### src/rtl/c17_bist_pkg.sv
// Shared types and defaults for the c17 response compactor.
// Optional build macro: C17_RESP_XMASK_EN (adds a response-mask input).
package c17_bist_pkg;

   typedef enum logic [1:0] {
      IDLE    = 2'd0,
      COMPACT = 2'd1,
      CHECK   = 2'd2,
      FIN     = 2'd3
   } state_e;

   localparam int          DEF_RESP_W = 8;
   localparam int          DEF_SIG_W  = 16;
   localparam int          DEF_CNT_W  = 16;
   localparam logic [15:0] DEF_POLY   = 16'h1021;
   localparam logic [15:0] DEF_SEED   = 16'h0000;

   // Bit positions of each c17 instance's outputs within resp_data.
   localparam int P1_N22 = 0;
   localparam int P1_N23 = 1;
   localparam int P2_N22 = 2;
   localparam int P2_N23 = 3;
   localparam int P3_N22 = 4;
   localparam int P3_N23 = 5;
   localparam int P4_N22 = 6;
   localparam int P4_N23 = 7;

endpackage

### src/rtl/c17_misr.sv
// Multiple-input signature register: shift with polynomial feedback and XOR in data.
// Load takes priority over the shift enable.
module c17_misr #(
   parameter int               RESP_W = 8,
   parameter int               SIG_W  = 16,
   parameter logic [SIG_W-1:0] POLY   = 16'h1021
) (
   input  logic              clk,
   input  logic              rst,
   input  logic              load,
   input  logic [SIG_W-1:0]  seed,
   input  logic              enable,
   input  logic [RESP_W-1:0] data,
   output logic [SIG_W-1:0]  sig
);

   logic [SIG_W-1:0] sig_q;
   logic [SIG_W-1:0] sig_d;

   always_comb begin
      sig_d = sig_q;
      if (load) begin
         sig_d = seed;
      end else if (enable) begin
         sig_d = {sig_q[SIG_W-2:0], 1'b0}
               ^ (sig_q[SIG_W-1] ? POLY : '0)
               ^ SIG_W'(data);
      end
   end

   always_ff @(posedge clk or posedge rst) begin
      if (rst) begin
         sig_q <= '0;
      end else begin
         sig_q <= sig_d;
      end
   end

   assign sig = sig_q;

endmodule

### src/rtl/c17_resp_misr.sv
// Response compactor for the quad c17 core: run FSM, pattern counter and golden compare.
// Optional build macro: C17_RESP_XMASK_EN adds resp_xmask to blank unstable response bits.
module c17_resp_misr
   import c17_bist_pkg::*;
#(
   parameter int               RESP_W = DEF_RESP_W,
   parameter int               SIG_W  = DEF_SIG_W,
   parameter logic [SIG_W-1:0] POLY   = DEF_POLY,
   parameter logic [SIG_W-1:0] SEED   = DEF_SEED,
   parameter int               CNT_W  = DEF_CNT_W
) (
   input  logic              clk,
   input  logic              rst,
   input  logic              start,
   input  logic [CNT_W-1:0]  num_patterns,
   input  logic [SIG_W-1:0]  golden_sig,
   input  logic              resp_valid,
   input  logic [RESP_W-1:0] resp_data,
`ifdef C17_RESP_XMASK_EN
   input  logic [RESP_W-1:0] resp_xmask,
`endif
   output logic              resp_ready,
   output logic              busy,
   output logic              done,
   output logic              pass,
   output logic [SIG_W-1:0]  signature,
   output logic [CNT_W-1:0]  patterns_seen
);

   state_e           state_q, state_d;
   logic [CNT_W-1:0] seen_q, seen_d;
   logic [CNT_W-1:0] target_q, target_d;
   logic [SIG_W-1:0] golden_q, golden_d;
   logic             pass_q, pass_d;
   logic             handshake;
   logic             misr_load;
   logic [RESP_W-1:0] resp_masked;
   logic [SIG_W-1:0] sig;

`ifdef C17_RESP_XMASK_EN
   assign resp_masked = resp_data & ~resp_xmask;
`else
   assign resp_masked = resp_data;
`endif

   assign handshake = (state_q == COMPACT) && resp_valid;

   // Leaving COMPACT on the final accept is what keeps patterns_seen from ever wrapping.
   always_comb begin
      state_d   = state_q;
      seen_d    = seen_q;
      target_d  = target_q;
      golden_d  = golden_q;
      pass_d    = pass_q;
      misr_load = 1'b0;
      case (state_q)
         IDLE: begin
            if (start) begin
               misr_load = 1'b1;
               seen_d    = '0;
               pass_d    = 1'b0;
               target_d  = num_patterns;
               golden_d  = golden_sig;
               state_d   = (num_patterns == '0) ? CHECK : COMPACT;
            end
         end
         COMPACT: begin
            if (handshake) begin
               seen_d = seen_q + CNT_W'(1);
               if (seen_q + CNT_W'(1) == target_q) begin
                  state_d = CHECK;
               end
            end
         end
         CHECK: begin
            pass_d  = (sig == golden_q);
            state_d = FIN;
         end
         FIN: begin
            state_d = IDLE;
         end
         default: state_d = IDLE;
      endcase
   end

   always_ff @(posedge clk or posedge rst) begin
      if (rst) begin
         state_q  <= IDLE;
         seen_q   <= '0;
         target_q <= '0;
         golden_q <= '0;
         pass_q   <= 1'b0;
      end else begin
         state_q  <= state_d;
         seen_q   <= seen_d;
         target_q <= target_d;
         golden_q <= golden_d;
         pass_q   <= pass_d;
      end
   end

   c17_misr #(
      .RESP_W (RESP_W),
      .SIG_W  (SIG_W),
      .POLY   (POLY)
   ) u_misr (
      .clk    (clk),
      .rst    (rst),
      .load   (misr_load),
      .seed   (SEED),
      .enable (handshake),
      .data   (resp_masked),
      .sig    (sig)
   );

   assign resp_ready    = (state_q == COMPACT);
   assign busy          = (state_q != IDLE);
   assign done          = (state_q == FIN);
   assign pass          = pass_q;
   assign signature     = sig;
   assign patterns_seen = seen_q;

endmodule

### config.mk
export PLATFORM = sky130hd
export DESIGN_NAME = c17_resp_misr
export DESIGN_NICKNAME = d
export VERILOG_FILES = /design/src/rtl/c17_bist_pkg.sv /design/src/rtl/c17_misr.sv /design/src/rtl/c17_resp_misr.sv
export SDC_FILE = /design/constraint.sdc
export NUM_CORES = 1
export LEC_CHECK = 0
export CAP_MARGIN = 20
export CELL_PAD_IN_SITES_DETAIL_PLACEMENT = 1
export CELL_PAD_IN_SITES_GLOBAL_PLACEMENT = 2
export CORE_MARGIN = 2
export CORE_UTILIZATION = 31
export CTS_BUF_LIST = sky130_fd_sc_hd__clkbuf_2
export CTS_CLUSTER_DIAMETER = 120
export DETAILED_ROUTE_END_ITERATION = 12
export PLACE_DENSITY_LB_ADDON = 0.1
export REMOVE_ABC_BUFFERS = 1
export SYNTH_ARGS = -nofsm -noshare
export SYNTH_HDL_FRONTEND = slang
export SYNTH_SLANG_ARGS = --single-unit
### constraint.sdc
create_clock -name clk -period 2.9 [get_ports clk]
set_input_delay 0.58 -clock clk [delete_from_list [all_inputs] [get_ports clk]]
set_output_delay 0.58 -clock clk [all_outputs]
set_load 0.03 [all_outputs]
After elaboration in Yosys (flattened, before gate mapping)
Cells that the tools add are included.
{"block": "classes", "eq_ne": 8, "bitwise_logic": 2, "n_addsub": 1, "n_reduce_logical": 11, "n_mux": 15}
{"op": "2-to-1 mux 16 bit", "n": 4}
{"op": "equality test 16 bit", "n": 2}
{"op": "one-hot mux 16 bit (2 select lines)", "n": 1}
{"op": "adder 16 x 1 -> 16 bit (second input constant)", "n": 1}
{"op": "zero test 16 bit", "n": 1}
{"op": "XOR 16 bit", "n": 1}
{"op": "XOR 16 x 8 -> 16 bit", "n": 1}
{"op": "2-to-1 mux 13 bit", "n": 1}
{"op": "2-to-1 mux 2 bit", "n": 4}
{"op": "one-hot mux 2 bit (4 select lines)", "n": 1}
{"op": "nonzero test 2 bit", "n": 4}
{"op": "AND reduction 3 bit", "n": 2}
{"op": "equality test 2 bit (second input constant)", "n": 2}
{"op": "!= test 2 x 1 -> 1 bit (second input constant)", "n": 2}
{"op": "AND reduction 2 bit", "n": 2}
{"op": "2-to-1 mux 1 bit", "n": 3}
{"op": "equality test 2 x 1 -> 1 bit (second input constant)", "n": 1}
{"op": "zero test 2 bit", "n": 1}
{"op": "!= test 2 bit (second input constant)", "n": 1}
{"op": "one-hot mux 1 bit (2 select lines)", "n": 1}
{"op": "logical AND 1 bit", "n": 1}
{"block": "totals", "wordCells": 43, "out_inout_bits": 36, "in_bits": 44, "regBits": 67}

Logic depth before layout (Yosys ltp)
Gate-level depths: netlist of run 1.
{"block": "logic_depth", "depth_word": 5, "depth_mapped": 9, "depth_no_buf": 8}

Modules after synthesis
From an unflattened synthesis of run 1, not the netlist that was laid out.
{"block": "hier_totals", "hier_cells": 367, "area_unflattened_um2": 3792.4}
{"mod": "c17_resp_misr", "cells_each": 285, "seq_area_each_um2": 1276.2, "instances": 1, "area_per_inst_um2": 2940.3}
{"mod": "c17_misr", "cells_each": 82, "seq_area_each_um2": 400.4, "instances": 1, "area_per_inst_um2": 852.1}

Worst setup path after synthesis of run 1
Ideal clock, no wire load.
{"block": "synth_path", "kind": "reg-to-reg", "from": "reg seen_q[0] (netlist: patterns_seen[0])", "to": "reg state_q[0]", "setup_time_ns": 0.079, "period_less_slack_ns": 2.571, "t_required_ns": 2.821, "arrival_time_ns": 2.492, "path_stages_with_launch": 9, "path_slack_ns": 0.329, "path_cell_list": "dfrtp_1 > ha_1 > and3_2 > nand3_1 > o21ai_1 > a2111oi_4 > nand4_1 > o41ai_2 > mux2i_1"}
{"block": "synth_via", "elab_chain_cells": 4}
{"item": "from (decl)", "line": "c17_resp_misr.sv:31", "text": "logic [CNT_W-1:0] seen_q, seen_d;"}
{"item": "from (signal assigned)", "line": "c17_resp_misr.sv:95", "text": "seen_q <= seen_d;"}
{"item": "adder 16 x 1 -> 16 bit", "line": "c17_resp_misr.sv:70", "text": "if (seen_q + CNT_W'(1) == target_q) begin"}
{"item": "equality test 16 bit", "line": "c17_resp_misr.sv:70"}
{"item": "!= test 2 x 1 -> 1 bit (no line)"}
{"item": "AND reduction 3 bit (no line)"}
{"item": "to (signal assigned)", "line": "c17_resp_misr.sv:94", "text": "state_q <= state_d;"}
{"item": "to (decl)", "line": "c17_resp_misr.sv:30", "text": "state_e state_q, state_d;"}
Every way passes these cells.
A chain may end at the register's enable or synchronous reset.

Final worst setup path of run 1
{"block": "layout_path", "from": "reg state_q[1]", "to": "out busy"}
{"block": "layout_via", "elab_chain_cells": 1}
{"item": "nonzero test 2 bit", "line": "c17_resp_misr.sv:117", "text": "assign busy = (state_q != IDLE);"}
{"item": "to (decl)", "line": "c17_resp_misr.sv:23", "text": "output logic busy,"}
Every way passes these cells.

==> run summary, run 1 <==
Worst setup EP type: output pin
Syn Inst Count: 410
Critical Path AT: 2110 ps
Reg2reg path depth: 8
Clock Skew: 37.41 ps
Max-cap violations: 0
Area growth, synth to finish: 28.64%
Final Net Count: 539
Mean Syn Cell Area: 8.887 sq um
Clock Latency Late Sink: 550 ps
Share of layout cells above drive strength 1: 0.07520
Crit path cell chain: inv_1 > ha_1 > inv_1 > clkdlybuf4s50_1
Critical path's slowest cell: clkdlybuf4s50_1
GR Util All Layers: 0.1733
Worst setup endpoint: busy
Final period util: 0.9288
Diode count: 0
Max IR drop VDD: 0.0003545 V
CP peak stage delay: 680 ps
Die W: 112.4 microns
H-tree depth: 3
Critical Path Fanout Max: 4
Vias post-DR: 3,110
Slew at the pin with the worst max-slew slack: 589.3 ps
Post-CTS setup buffer count: 0
Flop and latch count out of synthesis: 67
Max-slew headroom: 0.6062
Clock sinks: 67
First-pass GRT wire length: 17,020 microns
HP Class: input pin to async pin
Remaining antenna violation count: 0
I/O Pins: 80
Fin crit period: 2693 ps
Post-synthesis sequential area ratio: 0.4602
DRT Wirelength: 10,240 microns
Hold Buf Count CTS: 0
Post-CTS Resized: 0
Crit Path Class: flip-flop to output pin
TritonCTS clock tree: built
Std-Cell Core Area: 11,470 sq um
Hold Violations, Final: 0
CTS clk-pin slew, worst paths: 210 ps
Die area: 12,640 sq um
Netlist cell types: 45
Rows: 39
I/O Buffers: 79
Vias in the first global route: 3,205
1st-pass router iterations: 4
Grt ovf: 0
Core Util, Final: 0.4087
Drt initial violations: 94
Mapped cell area: 3643 sq um
Die height: 112.4 microns
Final slew viol count: 0
RSZ-0062 raised after global routing: no
Antenna violations before repair: 0
Vias per std cell: 4.898
CP Launch Point: state_q[1]
Worst r2r dst: state_q[0]
Worst EP required: 2320 ps
Pwr/cell area: 867.8 nW/um^2
Largest net degree at the start of global routing: 40
R2R setup slack: 320 ps
Endpoints failing setup: 0
Clock Path Buffers: 2
Initial Util: 0.3177
Most used cell, CP: inv_1
Root Buffer: clkbuf_2
Final Wtd Congestion: 0.7634
DRC Markers: 0
CP startpoint kind: flip-flop
Number of CTS-inserted buffers: 9
Yosys warns: 0
Leak: 0.002074 uW
Status: finished clean
Max Clock Freq: 0.3713 GHz
Average routed wire per standard cell: 16.12 microns
RR Startpoint: patterns_seen[1]
HPWL Detailed: 7463 microns
Setup TNS: 0 ps
[worst min-delay path by stage]
stage | endpoint | cells after the start | slack (ps)
floorplan | golden_q[0] | 2 | 470
global placement | golden_q[4] | 2 | 480
detailed placement | golden_q[4] | 2 | 480
CTS | patterns_seen[14] | 3 | 370
global route | patterns_seen[14] | 3 | 390
finish | state_q[1] | 3 | 410
[registers in the layout (all words and copies together), names as in the netlist]
register / count
golden_q: 16
target_q: 16
pass: 1
u_misr.sig: 16
patterns_seen: 16
state_q: 2
[report_power, final]
part	switching [uW]	total [uW]	leakage, uW	internal [uW]
sequential	308	1560	0.000868	1250
clock	347	528	0.0000601	180
combinational	1120	1980	0.00115	855
[worst max-delay path, delay by kind of cell, from the launching register on]
family                     cells  cell delay, ps
adders and majority gates      1             230
buffers and inverters          3             880
DFF                            1             440
[stage by stage]
step                setup slack [ps]  std cells  instance area [sq um]  power, uW  hold WS (ps)
floorplan                      326.5        389                   3535       2828         465.2
global placement               289.6        621                   4593       3567         480.1
detailed placement             165.5        621                   4593       3601         482.7
CTS                            128.3        635                   4684       4149         373.0
global route                   62.49        635                   4687       4421         393.1
finish                         206.6        635                   4687       4067         411.8
[cells in the mapped netlist (all sizes together)]
library cell,count,area share
a2111oi,1,0.0076
a211oi,8,0.016
a21o,4,0.0082
a21oi,15,0.022
a22o,1,0.0024
a31oi,1,0.0017
and2,3,0.0052
and3,2,0.0038
and4,1,0.0031
buf,6,0.014
clkbuf,15,0.015
dfrtp,67,0.46
ha,6,0.021
inv,7,0.0072
mux2,1,0.0041
mux2i,2,0.0055
nand2,133,0.14
nand2b,1,0.0017
nand3,5,0.0082
nand4,9,0.019
nor2,22,0.023
nor3,2,0.0027
nor3b,2,0.0041
nor4,8,0.018
o21ai,19,0.026
o21bai,1,0.0021
o221ai,1,0.0024
o31ai,9,0.019
o41ai,2,0.0069
or2,1,0.0017
or2b,2,0.0045
or3,2,0.0038
xnor2,31,0.075
xor2,20,0.048
[kinds of logic (layout without fill, tap and decap cells)]
logic type	count (synthesis)	count (layout)	share of synthesized area
buffers and inverters	28	110	0.03709
muxes	3	3	0.009614
and+or+nand+nor	193	193	0.2359
DFF	67	67	0.4602
xor gates and xnor gates	51	51	0.1226
AOI/OAI and AO/OA	62	62	0.1140
adders and majority gates	6	6	0.02060
[layer usage]
| metal | up-vias | wire length (microns) | global-route usage |
|---|---|---|---|
| met5 | - | 0 | 0 |
| met4 | 0 | 135 | 0.06341 |
| met3 | 11 | 379 | 0.03456 |
| met2 | 55 | 5177 | 0.2940 |
| met1 | 1525 | 4543 | 0.2196 |
| li1 | 1519 | - | - |
[layout make-up]
type	instances	area, sq um
sequential	67	1677
multi-input combinational	315	1836
timing repair buffer	89	878.3
clock buffer	9	45.04
clock inverter	5	46.29
inverter	7	26.28
tap	143	178.9
fill	1371	6780
[cells in the final DEF, fill, tap and decap left out, types with 7 or more instances in the layout]
master,instances
o21ai_0,18
buf_4,9
nand2_1,132
nor2_1,22
xor2_1,20
a211oi_1,8
o31ai_1,9
clkbuf_2,9
dfrtp_1,67
nor4_1,7
nand4_1,7
clkdlybuf4s50_1,79
a21oi_1,14
xnor2_1,31
Note: power is estimated with default switching activity, not from simulation.
==> run 2: changes to the inputs <==
REMOVE_ABC_BUFFERS = not set   (was 1)
SLEW_MARGIN = 20   (was not set)
==> run summary, run 2 (synthesis results as in run 1) <==
Initial Util: 0.3177 (unchanged)
Max IR drop VDD: 0.0003930 V (+11%)
Final slew viol count: 0 (unchanged)
Sw frac: 0.4328 (-0.004143)
CP startpoint kind: flip-flop
First-pass GRT wire length: 17,550 microns (+3.1%)
Worst setup EP type: output pin
DP Worst Slack: 208.3 ps (+42.73 ps)
Hold Violations, Final: 0 (unchanged)
WHS: 439.0 ps (+27.11 ps)
Remaining antenna violation count: 0 (unchanged)
RR Startpoint: patterns_seen[0]
HPWL Detailed: 7615 microns (+2.0%)
CP Launch Point: state_q[0]
Final period util: 0.9254 (-0.003318)
Vias per std cell: 4.850 (-0.96%)
Leak: 0.002086 uW (+0.57%)
Max-cap violations: 0 (unchanged)
Switching power: 1808 uW (+1.7%)
Final Wtd Congestion: 0.7922 (+3.8%)
HP Class: input pin to async pin
Clk pwr share: 0.152 (+0.022)
Die W: 112.4 microns (unchanged)
Setup WS post-layout: 216.2 ps (+9.621 ps)
Critical Path Fanout Max: 4 (unchanged)
DRT Wirelength: 10,360 microns (+1.2%)
TritonCTS clock tree: built
Core Util, Final: 0.4105 (+0.001746)
R2R setup slack: 300 ps (-20 ps)
Share of layout cells above drive strength 1: 0.07724 (+0.002033)
Critical Path AT: 2100 ps (about the same)
Endpoints failing setup: 0 (unchanged)
Rows: 39 (unchanged)
Most frequent cells in the layout: 132 x nand2_1, 79 x clkdlybuf4s50_1, 66 x dfrtp_1, 31 x xnor2_1, 22 x nor2_1
Largest net degree at the start of global routing: 49 (+23%)
Antenna violations before repair: 0 (unchanged)
Hold Buf Count CTS: 0 (unchanged)
Die height: 112.4 microns (unchanged)
Vias post-DR: 3,080 (-0.96%)
Clock Latency Late Sink: 500 ps (-50 ps)
DRC Markers: 0 (unchanged)
Vias in the first global route: 3,395 (+5.9%)
Number of CTS-inserted buffers: 9 (unchanged)
RSZ-0062 raised after global routing: no
GR Util All Layers: 0.1756 (+0.002291)
Clock Path Buffers: 2 (unchanged)
Grt ovf: 0 (unchanged)
I/O Buffers: 79 (unchanged)
Most common cell after layout, fill and taps aside: nand2_1
Reg2reg path depth: 8 (unchanged)
Max Clock Freq: 0.3726 GHz (+0.36%)
Final Net Count: 537 (-0.37%)
Worst EP required: 2320 ps (about the same)
Std-Cell Core Area: 11,470 sq um (unchanged)
Comb power frac: 0.469 (-0.017)
CTS clk-pin slew, worst paths: 210 ps (about the same)
Multi-input combinational cell area: 1833 sq um (-0.14%)
1st-pass router iterations: 4 (unchanged)
Root Buffer: clkbuf_2
Clock sinks: 67 (unchanged)
Diode count: 0 (unchanged)
Crit Path Class: flip-flop to output pin
Area growth, synth to finish: 29.19%
Die area: 12,640 sq um (unchanged)
Average routed wire per standard cell: 16.31 microns (+1.2%)
Reg power frac: 0.380 (-0.004)
Post-CTS setup buffer count: 0 (unchanged)
H-tree depth: 3 (unchanged)
Setup TNS: 0 ps (unchanged)
Slew at the pin with the worst max-slew slack: 642.4 ps (+53.16 ps)
Fin crit period: 2684 ps (-9.621 ps)
# fillers: 1,360 (-0.80%)
I/O Pins: 80 (unchanged)
Max-slew headroom: 0.5707 (-0.03553)
Post-Syn Nets: 460
Status: finished clean
Cell-internal power: 2370 uW (+3.5%)
Overall Power: 4178 uW (+2.7%)
Pwr/cell area: 887.6 nW/um^2 (+2.3%)
Clock Skew: 31.91 ps (-5.493 ps)
Reg area: 1678 sq um (about the same)
Worst r2r dst: state_q[1]
Drt initial violations: 100 (+6.4%)
## run 2: critical path: stages, from the launching register on
cell	delay, ps
dfrtp_1	430
inv_1	100
ha_1	240
inv_1	140
clkdlybuf4s50_1	690
## run 2: per-layer routing
layer	vias to the layer above	track usage	share of wire
li1	1512	-	-
met1	1503	0.2259	0.46
met2	54	0.3008	0.50
met3	11	0.03888	0.034
met4	0	0.04472	0.012
met5	-	0	0
## run 2: layout make-up
| cell class | count | area share |
|---|---|---|
| sequential | 67 | 0.3565 |
| tap | 143 | 0.03801 |
| clock buffer | 9 | 0.009569 |
| inverter | 7 | 0.005582 |
| multi-input combinational | 315 | 0.3894 |
| clock inverter | 7 | 0.01754 |
| timing repair buffer | 87 | 0.1834 |
## run 2: how the worst max path moves through the flow
stage                            end  slack [ps]
final                           busy         220
after floorplan           state_q[0]         330
after global placement    state_q[1]         270
after detailed placement  state_q[0]         210
after CTS                       busy         160
after global routing            busy          70
## run 2: repair_timing
action | in CTS | in global routing
resized for setup | 0 | 1
hold endpoints to repair | 0 | 0
endpoints found under the setup margin | 0 | 2
## run 2: power by group through the flow
stage	Sequential, uW	Combinational (uW)	Clock [uW]
6_report	1590	1960	633
2_1_floorplan	1710	1160	0
3_5_place_dp	1620	2000	0
3_3_place_gp	1610	1960	0
4_1_cts	1600	2010	659
5_1_grt	1650	2210	692
## run 2: stage by stage
step	instance area, sq um	cells
after floorplan	3643	410
after global placement	4578	619
after detailed placement	4578	619
after CTS	4706	635
after global routing	4707	635
final	4707	635
==> run 3: changes to the inputs <==
CORE_UTILIZATION = 30   (was 31)
SYNTH_HIERARCHICAL = 1   (was not set)
clock period = 2.4 ns   (was 2.9 ns; I/O delays follow)
==> run summary, run 3 <==
H-tree depth: 3 (unchanged)
Worst EP required: 2890 ps (+570 ps)
Leak: 0.002155 uW (+3.3%)
Fin crit period: 2322 ps
Remaining antenna violation count: 0 (unchanged)
Status: finished clean
Clock Path Buffers: 2 (unchanged)
Critical Path Fanout Max: 6 (+2)
Initial Util: 0.3042 (-0.01350)
Clock Latency Late Sink: 570 ps (+70 ps)
DRC Markers: 0 (unchanged)
Grt ovf: 0 (unchanged)
RR Startpoint: patterns_seen[1]
Vias per std cell: 4.735 (-2.4%)
Multi-input combinational cell area: 2076 sq um (+13%)
Crit path cell chain: ha_1 > and3_1 > buf_4 > nand3_1 > o21a_1 > o2111ai_1 > nor4_2 > a41o_1 > mux2i_1
Die height: 116.4 microns (+3.6%)
Root Buffer: clkbuf_2
TritonCTS clock tree: built
I/O Buffers: 79 (unchanged)
Clock Skew: 34.76 ps (+2.850 ps)
CTS clk-pin slew, worst paths: 230 ps (+20 ps)
HP Class: input pin to async pin
Syn Inst Count: 367 (-10%)
Largest net degree at the start of global routing: 53 (+8.2%)
Final Net Count: 537 (unchanged)
Hold Violations, Final: 0 (unchanged)
Mean Syn Cell Area: 10.33 sq um (+16%)
Max-cap violations: 0 (unchanged)
Netlist cell types: 51 (+13%)
Average routed wire per standard cell: 16.38 microns (+0.41%)
Most frequent cells in the layout: 74 x clkdlybuf4s50_1, 66 x dfrtp_1, 34 x nand2_1, 32 x mux2_2, 30 x xor2_1
1st-pass router iterations: 4 (unchanged)
Slew at the pin with the worst max-slew slack: 698.8 ps (+56.35 ps)
Yosys warns: 6 (+6)
Post-synth top area share: 0.4421 (-0.01807)
Core Util, Final: 0.4136 (+0.003155)
Most area-consuming cells after synthesis: dfrtp_1 44%, mux2_2 9.5%, xor2_1 6.9%
Vias post-DR: 3,149 (+2.2%)
Post-synthesis async set-or-reset flop share: 1.000 (unchanged)
Antenna violations before repair: 0 (unchanged)
Area growth, synth to finish: 35.96%
Worst path bufs/invs: 1 (-2)
Clock sinks: 67 (unchanged)
Crit path max-delay family: simple AND/OR/NAND/NOR gates
Top-count cell post-synth: dfrtp_1
Rows: 41 (+5.1%)
Number of CTS-inserted buffers: 9 (unchanged)
Final Wtd Congestion: 0.7674 (-3.1%)
Final slew viol count: 0 (unchanged)
Top post-synthesis cells by count: 67 x dfrtp_1, 34 x nand2_1, 32 x mux2_2
Drt initial violations: 136 (+36%)
Crit Path Class: flip-flop to flip-flop
CP startpoint kind: flip-flop
Post-synth top area cell: dfrtp_1
RSZ-0062 raised after global routing: yes
Max Clock Freq: 0.4306 GHz
Post-synthesis sequential area ratio: 0.4421 (-0.01807)
Most common cell after layout, fill and taps aside: clkdlybuf4s50_1
Final period util: 0.9676
Placed cell count: 648 (+4.7%)
Vias in the first global route: 3,271 (-3.7%)
Max-slew headroom: 0.5336 (-0.03704)
GR Util All Layers: 0.1720 (-0.003520)
Max IR drop VDD: 0.0004760 V (+21%)
Die area: 13,560 sq um (+7.3%)
Pwr/cell area: 1051 nW/um^2 (+18%)
I/O Pins: 80 (unchanged)
Top_reg_cell synth: dfrtp_1
Std-Cell Core Area: 12,470 sq um (+8.7%)
CP peak stage delay: 480 ps (-210 ps)
# fillers: 1,436 (+5.6%)
Worst setup EP type: flip-flop
Die W: 116.4 microns (+3.6%)
DRT Wirelength: 10,890 microns (+5.2%)
Reg area: 1678 sq um (unchanged)
Post-synth EDFFs: 0 (unchanged)
Diode count: 0 (unchanged)
Critical Path AT: 2810 ps (+710 ps)
Flop and latch count out of synthesis: 67 (unchanged)
Endpoints failing setup: 0 (unchanged)
Mapped cell area: 3792 sq um (+4.1%)
First-pass GRT wire length: 17,550 microns (unchanged)
Fin cells: 665 (+4.7%)
Share of layout cells above drive strength 1: 0.1826 (+0.1053)
Critical path's slowest cell: dfrtp_1
HPWL Detailed: 8304 microns (+9.0%)
CP Launch Point: patterns_seen[1]
==> run 3: cell types whose count changed after synthesis, moves of 7 or more <==
cell / delta
o21ai_1: +14
nand3_1: +7
a211oi_1: -7
mux2_2: +32
xnor2_1: -16
nor2_1: -7
clkbuf_1: -10
nand2_1: -98
xor2_1: +10
mux2i_1: +18
==> run 3: cells by family (layout without fill, tap and decap cells) <==
family	after synthesis	count (layout)	synth area share
AOI/OAI and AO/OA	73	73	0.1211
buffers and inverters	24	135	0.03233
adders and majority gates	5	5	0.01650
and+or+nand+nor	100	100	0.1353
other	1	16	0.0009888
DFF	67	67	0.4421
xor gates and xnor gates	45	45	0.1039
muxes	52	52	0.1478
==> run 3: final cells by class <==
class	count	share of cell area
clock inverter	7	0.008736
multi-input combinational	291	0.4026
tap	172	0.04174
clock buffer	9	0.008736
timing repair buffer	110	0.2063
inverter	9	0.006552
sequential	67	0.3254
==> run 3: repair_timing <==
action,CTS,global route
cloned,0,0
hold buffers,0,0
pin swaps,0,1
gates resized for setup,10,5
buffers inserted,0,1
endpoints found under the setup margin,5,6
==> run 3: per-layer routing <==
| layer | global-route usage | part of all wire |
|---|---|---|
| met5 | 0 | 0 |
| met1 | 0.2077 | 0.43 |
| met4 | 0.03810 | 0.0078 |
| met2 | 0.3012 | 0.52 |
| met3 | 0.05397 | 0.040 |
==> run 3: where the power goes <==
group / internal [uW] / switching, uW
Sequential: 1570 / 465
Combinational: 1370 / 1420
Clock: 130 / 460
Total: 3080 / 2350
==> run 3: path summary, 6_finish.rpt <==
path                                          to  slack, ps  cells past startpoint
worst max-delay path                  state_q[0]         80                      9
worst min-delay path                 golden_q[8]        220                      2
worst max register to register        state_q[0]         80                      9
worst min register to register              pass        510                      2
max in group asynchronous       patterns_seen[2]       1580                      3
min in group clk                     golden_q[8]        500                      2
==> run 3: stage by stage <==
stage	TNS, ps	hold slack [ps]	power, uW	instance area, sq um	setup WS (ps)
after floorplan	0	393.7	3848	3849	58.69
after global placement	0	469.9	4826	5029	89.37
after detailed placement	-13.36	473.2	4878	5029	-13.36
after CTS	0	162.5	5496	5122	17.14
after global routing	-39.28	157.8	5851	5156	-19.79
final	0	218.0	5421	5156	77.69
==> run 3: worst reg2reg max path: stages, from the launching register on <==
cell	delay [ps]
dfrtp_1	480
ha_1	280
and3_1	250
buf_4	170
nand3_1	80
o21a_1	130
o2111ai_1	130
nor4_2	300
a41o_1	250
mux2i_1	210
